$ cat src/rtl/mem_burst_master.sv
// Burst master: host requests become 1..16 single-word memory accesses. Writes issue one access per accepted beat, one cycle later.
// Reads take at least 3 cycles per beat (issue, capture, hold). Rd_Data is held until Rd_Ready; Wr_Ready is only high while collecting write beats.
module mem_burst_master #(
    parameter int WIDTH     = 8,
    parameter int DinLength = 32
) (
    input  logic                 Clk,
    input  logic                 Reset,
    input  logic                 Req_Valid,
    output logic                 Req_Ready,
    input  logic                 Req_RW,
    input  logic [WIDTH-1:0]     Req_Addr,
    input  logic [3:0]           Req_Len,
    input  logic                 Wr_Valid,
    output logic                 Wr_Ready,
    input  logic [DinLength-1:0] Wr_Data,
    output logic                 Rd_Valid,
    input  logic                 Rd_Ready,
    output logic [DinLength-1:0] Rd_Data,
    output logic                 Rd_Last,
    output logic                 Busy,
    output logic                 Done,
    output logic                 Mem_Valid,
    output logic                 Mem_R_W,
    output logic [WIDTH-1:0]     Mem_Addr,
    output logic [DinLength-1:0] Mem_Din,
    input  logic [DinLength-1:0] Mem_Dout
);

    typedef enum logic [2:0] {
        IDLE     = 3'd0,
        WR_DATA  = 3'd1,
        RD_ISSUE = 3'd2,
        RD_CAPT  = 3'd3,
        RD_HOLD  = 3'd4,
        DONE     = 3'd5
    } state_t;

    state_t           state;
    state_t           state_nxt;
    logic [WIDTH-1:0] addr_q;
    logic [WIDTH-1:0] addr_inc;
    logic [3:0]       len_q;
    logic [3:0]       cnt_q;
    logic             last_beat;
    logic             req_take;
    logic             wr_take;
    logic             rd_take;

    assign addr_inc  = addr_q + WIDTH'(1);
    assign last_beat = (cnt_q == len_q);
    assign req_take  = (state == IDLE) && Req_Valid;
    assign wr_take   = (state == WR_DATA) && Wr_Valid;
    assign rd_take   = (state == RD_HOLD) && Rd_Ready;

    always_ff @(posedge Clk) begin
        if (Reset) begin
            state <= IDLE;
        end else begin
            state <= state_nxt;
        end
    end

    always_comb begin
        state_nxt = state;
        case (state)
            IDLE: begin
                if (Req_Valid) begin
                    state_nxt = Req_RW ? WR_DATA : RD_ISSUE;
                end
            end
            WR_DATA: begin
                if (Wr_Valid && last_beat) begin
                    state_nxt = DONE;
                end
            end
            RD_ISSUE: state_nxt = RD_CAPT;
            RD_CAPT:  state_nxt = RD_HOLD;
            RD_HOLD: begin
                if (Rd_Ready) begin
                    state_nxt = last_beat ? DONE : RD_ISSUE;
                end
            end
            DONE:     state_nxt = IDLE;
            default:  state_nxt = IDLE;
        endcase
    end

    // Handshake readies are masked by Reset so nothing is accepted on a reset edge.
    always_comb begin
        Req_Ready = (state == IDLE) && !Reset;
        Wr_Ready  = (state == WR_DATA) && !Reset;
        Rd_Valid  = (state == RD_HOLD);
        Rd_Last   = (state == RD_HOLD) && last_beat;
        Busy      = (state != IDLE);
        Done      = (state == DONE);
    end

    // Memory strobe is registered: a write lands the cycle after its beat is
    // accepted, and a read strobe is raised on entry to RD_ISSUE.
    always_ff @(posedge Clk) begin
        if (Reset) begin
            addr_q    <= '0;
            len_q     <= '0;
            cnt_q     <= '0;
            Mem_Valid <= 1'b0;
            Mem_R_W   <= 1'b0;
            Mem_Addr  <= '0;
            Mem_Din   <= '0;
            Rd_Data   <= '0;
        end else begin
            Mem_Valid <= 1'b0;
            if (req_take) begin
                addr_q  <= Req_Addr;
                len_q   <= Req_Len;
                cnt_q   <= '0;
                Mem_R_W <= Req_RW;
                if (!Req_RW) begin
                    Mem_Valid <= 1'b1;
                    Mem_Addr  <= Req_Addr;
                end
            end
            if (wr_take) begin
                Mem_Valid <= 1'b1;
                Mem_Addr  <= addr_q;
                Mem_Din   <= Wr_Data;
                addr_q    <= addr_inc;
                cnt_q     <= cnt_q + 4'd1;
            end
            if (rd_take && !last_beat) begin
                Mem_Valid <= 1'b1;
                Mem_Addr  <= addr_inc;
                addr_q    <= addr_inc;
                cnt_q     <= cnt_q + 4'd1;
            end
            if (state == RD_CAPT) begin
                Rd_Data <= Mem_Dout;
            end
        end
    end

    a_mem_valid_states: assert property (@(posedge Clk) disable iff (Reset)
        Mem_Valid |-> (state == WR_DATA || state == RD_ISSUE || state == DONE));
    a_done_pulse: assert property (@(posedge Clk) disable iff (Reset)
        Done |=> !Done);
    a_rd_hold: assert property (@(posedge Clk) disable iff (Reset)
        (Rd_Valid && !Rd_Ready) |=> (Rd_Valid && $stable(Rd_Data)));

endmodule

$ cat config.mk
export PLATFORM = sky130hd
export DESIGN_NAME = mem_burst_master
export DESIGN_NICKNAME = d
export VERILOG_FILES = /design/src/rtl/mem_burst_master.sv
export SDC_FILE = /design/constraint.sdc
export NUM_CORES = 1
export LEC_CHECK = 0
export CAP_MARGIN = 20
export CORE_MARGIN = 2
export CORE_UTILIZATION = 43
export DETAILED_ROUTE_END_ITERATION = 10
export PLACE_DENSITY = 0.8
export SYNTH_ARGS = -nofsm -noshare
export SYNTH_HDL_FRONTEND = slang
export SYNTH_SLANG_ARGS = --single-unit
export TNS_END_PERCENT = 50
$ cat constraint.sdc
create_clock -name Clk -period 1.95 [get_ports Clk]
set_input_delay 0.2925 -clock Clk [delete_from_list [all_inputs] [get_ports Clk]]
set_output_delay 0.2925 -clock Clk [all_outputs]
set_load 0.01 [all_outputs]
After elaboration in Yosys (flattened, before gate mapping) --
Cells that the tools add are included.
Cells by class: $add $sub $neg 2, equality and inequality tests 10, multiplexer cells 20, reduce and logical (&&, ||, !) cells 15
Operators by type and width (number):
- 2-to-1 mux 8 bit | 7
- one-hot mux 3 bit (5 select lines) | 1
- 2-to-1 mux 3 bit | 4
- 2-to-1 mux 4 bit | 3
- adder 8 x 1 -> 8 bit (second input constant) | 1
- logical AND 1 bit | 8
- equality test 3 x 2 -> 1 bit (second input constant) | 2
- equality test 3 bit (second input constant) | 2
- nonzero test 3 bit | 2
- adder 4 x 1 -> 4 bit (second input constant) | 1
- equality test 4 bit | 1
- 2-to-1 mux 1 bit | 4
- inequality test 2 bit (second input constant) | 2
- equality test 3 x 1 -> 1 bit (second input constant) | 1
- logical NOT 3 bit | 1
- inequality test 3 x 1 -> 1 bit (second input constant) | 1
- AND reduction 3 bit | 1
- logical NOT 1 bit | 2
- 2-to-1 mux 2 bit | 1
- inequality test 2 x 1 -> 1 bit (second input constant) | 1
- AND reduction 2 bit | 1
Word-level totals: register bits 93, input bits 82, output and inout port bits 80

Logic depth before layout (Yosys ltp) --
word-level depth 5, depth in mapped cells 8

Worst setup path before layout --
Ideal clock, no wire load.
path type register to register, start reg state[1], end reg Mem_Addr[0], arrival time 1644 ps, data required time 1817 ps, setup slack 174 ps, cell stages (with the launch flop) 6, buffers on the path 0, clock period less this slack 1776 ps, cell sequence dfxtp_1 -> or4b_4 -> nor2_1 -> mux2_1 -> a211oi_1 -> a211oi_2
On the way: longest elaborated chain between the ends 5
RTL lines:
- start, declared | RTL line 39 | state_t state;
- start signal, assigned | RTL line 60 | state <= state_nxt;
- equality test 3 bit | RTL line 54 | assign rd_take = (state == RD_HOLD) && Rd_Ready;
- logical AND 1 bit | RTL line 54
- logical AND 1 bit | RTL line 130 | if (rd_take && !last_beat) begin
- inequality test 3 x 1 -> 1 bit (no source line) / nonzero test 3 bit (equally long branches)
- AND reduction 2 bit (no source line)
- end signal, assigned | RTL line 120 | Mem_Addr <= Req_Addr;
- end signal, assigned | RTL line 125 | Mem_Addr <= addr_q;
- end signal, assigned | RTL line 132 | Mem_Addr <= addr_inc;
- end, declared | RTL line 25 | output logic [WIDTH-1:0] Mem_Addr,
Parallel ways exist; a longest one is shown, timed or not. A chain may end at the register's enable or synchronous reset.

Worst setup path in the final report --
start in Req_Valid, end reg Mem_Addr[0]
On the way: longest elaborated chain between the ends 3
RTL lines:
- start, declared | RTL line 9 | input logic Req_Valid,
- logical AND 1 bit | RTL line 52 | assign req_take = (state == IDLE) && Req_Valid;
- nonzero test 3 bit (no source line)
- AND reduction 2 bit (no source line)
Every way passes these cells.

==> flow_summary.json <==
{
  "nets": 734,
  "finalSetupTns_ns": 0,
  "critPathBufInv": 1,
  "setup_slack_ns": 0.0621,
  "start_util": 0.444,
  "clockRootBuffer": "clkbuf_8",
  "grt_util_all_layers": 0.232,
  "drive_gt1_frac": 0.115,
  "post_cts_buffers": 0,
  "area_growth_pct": 53.8,
  "use_met3": 0.0921,
  "clkTransAtPathRegs_ns": 0.10,
  "synth_top_family_by_area": "simple AND/OR/NAND/NOR gates",
  "min_from": "Rd_Data[6]",
  "drc": 0,
  "clock.fmax_mhz": 530,
  "async_reset_ff_frac": 0,
  "ff2ff_path_depth": 5,
  "numPortBuffers": 161,
  "drt_iter0_drc": 166,
  "relSlewSlack": 0.502,
  "die-height_um": 99.2,
  "grt_pass1_vias": 3947,
  "start_kind": "input port",
  "synth_most_common_cell": "nand2_1",
  "antenna_found_initial": 0,
  "cp-end-kind": "flop",
  "grt_use_met2": 0.393,
  "yosys-mux-area-fraction": 0.0106,
  "grt_pass1_wl_mm": 18.7,
  "dp.cells": 747,
  "power.density_mw_per_mm2": 1070,
  "dieArea_mm2": 0.00984,
  "arrival_ns": 2.11,
  "grt_remaining_overflow": 0,
  "ys_seq_elements": 93,
  "finalSetupViolCount": 0,
  "fp-row-count": 34,
  "place_congestion": 0.895,
  "r2r_start": "state[1]",
  "required_ns": 2.18,
  "synth_area_mm2": 0.00389,
  "cp_top_family": "simple AND/OR/NAND/NOR gates",
  "status": "finished, final reports clean",
  "slowest_delay_ns": 0.51,
  "r2r_slack_ns": 0.09,
  "power_frac_comb": 0.393,
  "tightest_slew_ns": 0.747,
  "synth_top_area_share": 0.478,
  "synthCells": 487,
  "synth_top_cell_by_area": "dfxtp_1",
  "antenna_cells": 0,
  "critPathMostFrequentCell": "a211oi_2",
  "yosys-top-cells-area": "dfxtp_1, nand2_1, a21oi_1, clkbuf_1, o31ai_1",
  "h-tree-depth": 3,
  "final_hold_viol_count": 0,
  "fin_skew_ns": 0.0119,
  "peakVddDrop_v": 0.000705,
  "final_cells": 762,
  "ant_nets": 0,
  "hpwl_mm": 7.94,
  "seqCellArea_mm2": 0.00187,
  "clkLatencyLatePin_ns": 0.35,
  "slowest_stage": "clkdlybuf4s50_1",
  "slew_viol_final": 0,
  "hold_end": "Rd_Data[6]",
  "wl_mm": 11.2,
  "leakagePower_nw": 2.15,
  "yosys_most_used_dff": "dfxtp_1",
  "max_cap_violations": 0,
  "cts_tree": "built",
  "multi_input_area_mm2": 0.00190,
  "ys.warnings.count": 0,
  "power.internal_w": 0.00421,
  "crit_type": "input port to flop",
  "power_frac_seq": 0.386,
  "nFillCells": 694,
  "vias": 3944,
  "cts_max_path_buffers": 2,
  "utilization": 0.683,
  "cts_inserted_buffers": 9,
  "wl_per_cell_um": 14.7,
  "synth_xor_area_frac": 0.0202,
  "hold_class": "flop to flop",
  "firstDrtPassIters": 5,
  "top_usage_layer": "met2",
  "synth_common_cells": "nand2_1, dfxtp_1, a21oi_1",
  "period_minus_slack_ns": 1.89,
  "synth_fa_ha_area_frac": 0.00642,
  "fp.coreArea_mm2": 0.00876,
  "synth-simple-area-share": 0.235,
  "ios": 162,
  "synth_compound_area_frac": 0.198,
  "ys_types": 49,
  "syn_area_per_cell_um2": 8.00,
  "rsz0062_at_grt": "true",
  "fin_crit_sh": 0.968,
  "synth_seq_area_share": 0.478,
  "syn_nets": 571,
  "crit_chain": "clkdlybuf4s50_1, or4b_4, nor2_1, mux2_1, a211oi_2, a211oi_2",
  "reg2reg_to": "Mem_Addr[0]",
  "globalRouteMet1Util": 0.279,
  "synth_edf_count": 0,
  "pwr-share-clk": 0.221,
  "cts_num_sinks": 93,
  "netSwitchingPower_w": 0.00222,
  "pre_cts_slack_ns": -0.469,
  "die_x_um": 99.2,
  "whs_path_depth": 2,
  "p_sw_frac": 0.345,
  "worstPathMaxFanout": 2,
  "grt_max_degree": 73,
  "vias_per_cell": 5.18
}
==> worst reg2reg max path, cell delays in order, from the launching register on <==
cell      delay [ns]
dfxtp_2         0.36
or4b_4          0.55
nor2_1          0.15
mux2_1          0.37
a211oi_2        0.25
a211oi_2        0.07
==> final cells by class <==
type	instances	share of cell area
clock buffer	10	0.0230
clock inverter	5	0.0142
inverter	7	0.00439
multi-input combinational	349	0.318
sequential	93	0.313
tap	108	0.0226
timing repair buffer	190	0.306
==> routing by layer <==
metal	vias up	part of all wire
met5	-	0
met4	0	0.0097
met3	9	0.10
met2	151	0.48
met1	1822	0.41
li1	1962	-
==> cells by family (layout without fill, tap and decap cells) <==
family          count (synthesis)  count (layout)
simple gates                  207             207
compound gates                127             127
flops                          93              93
buf+inv                        45             212
xor+xnor                        9               9
mux                             4               4
fa+ha+maj                       2               2
==> per-stage QoR <==
step	hold WS (ns)	cell area [um^2]	total power, W
4_1_cts	0.440	5960	0.00643
6_report	0.457	5990	0.00643
5_1_grt	0.452	5990	0.00685
2_1_floorplan	0.428	3890	0.00384
3_3_place_gp	0.441	5700	0.00489
3_5_place_dp	0.446	5700	0.00497
==> worst max-delay path by stage <==
| stage | start | to | slack, ns | cells past startpoint |
|---|---|---|---|---|
| 6_report | Req_Valid | Mem_Addr[0] | 0.06 | 6 |
| 5_1_grt | state[1] | Mem_Addr[3] | 0.0006 | 5 |
| 4_1_cts | cnt_q[0] | Rd_Last | 0.0006 | 4 |
| 3_5_place_dp | Req_Valid | Mem_Addr[1] | -0.47 | 6 |
| 3_3_place_gp | Req_Valid | Mem_Addr[1] | -0.40 | 6 |
| 2_1_floorplan | state[1] | Mem_Addr[0] | 0.17 | 5 |
==> placed cells by master (no fill, tap or decap), types with 4 or more instances in the layout <==
cell             instances
dfxtp_2                  5
clkbuf_8                10
buf_4                   28
nand2_1                157
a21oi_1                 82
nor2_1                  14
dfxtp_1                 87
o31ai_1                  8
inv_1                    7
nand3b_1                 4
a311oi_1                 5
or3_1                    4
clkdlybuf4s50_1        154
xnor2_2                  4
a22oi_1                  4
nand3_1                  7
==> power groups by stage <==
stage | Sequential (W) | Clock (W) | Combinational (W)
after floorplan | 0.00253 | 0 | 0.00131
after global placement | 0.00248 | 0 | 0.00241
after detailed placement | 0.00249 | 0 | 0.00248
after CTS | 0.00247 | 0.00146 | 0.00250
after global routing | 0.00253 | 0.00156 | 0.00276
final | 0.00248 | 0.00142 | 0.00253
==> state kept, by name, summed over array words and instances, names as in the netlist <==
signal / cells
len_q: 4
Mem_R_W: 1
cnt_q: 4
Mem_Din: 32
state: 3
Mem_Valid: 1
addr_q: 8
Mem_Addr: 8
Rd_Data: 32
==> repair_timing <==
item,CTS,global route
hold buffers,0,0
pin swaps,1,0
setup endpoints to repair,13,14
resized for setup,15,13
hold endpoints to repair,0,0
Note: power is estimated with default switching activity, not from simulation.
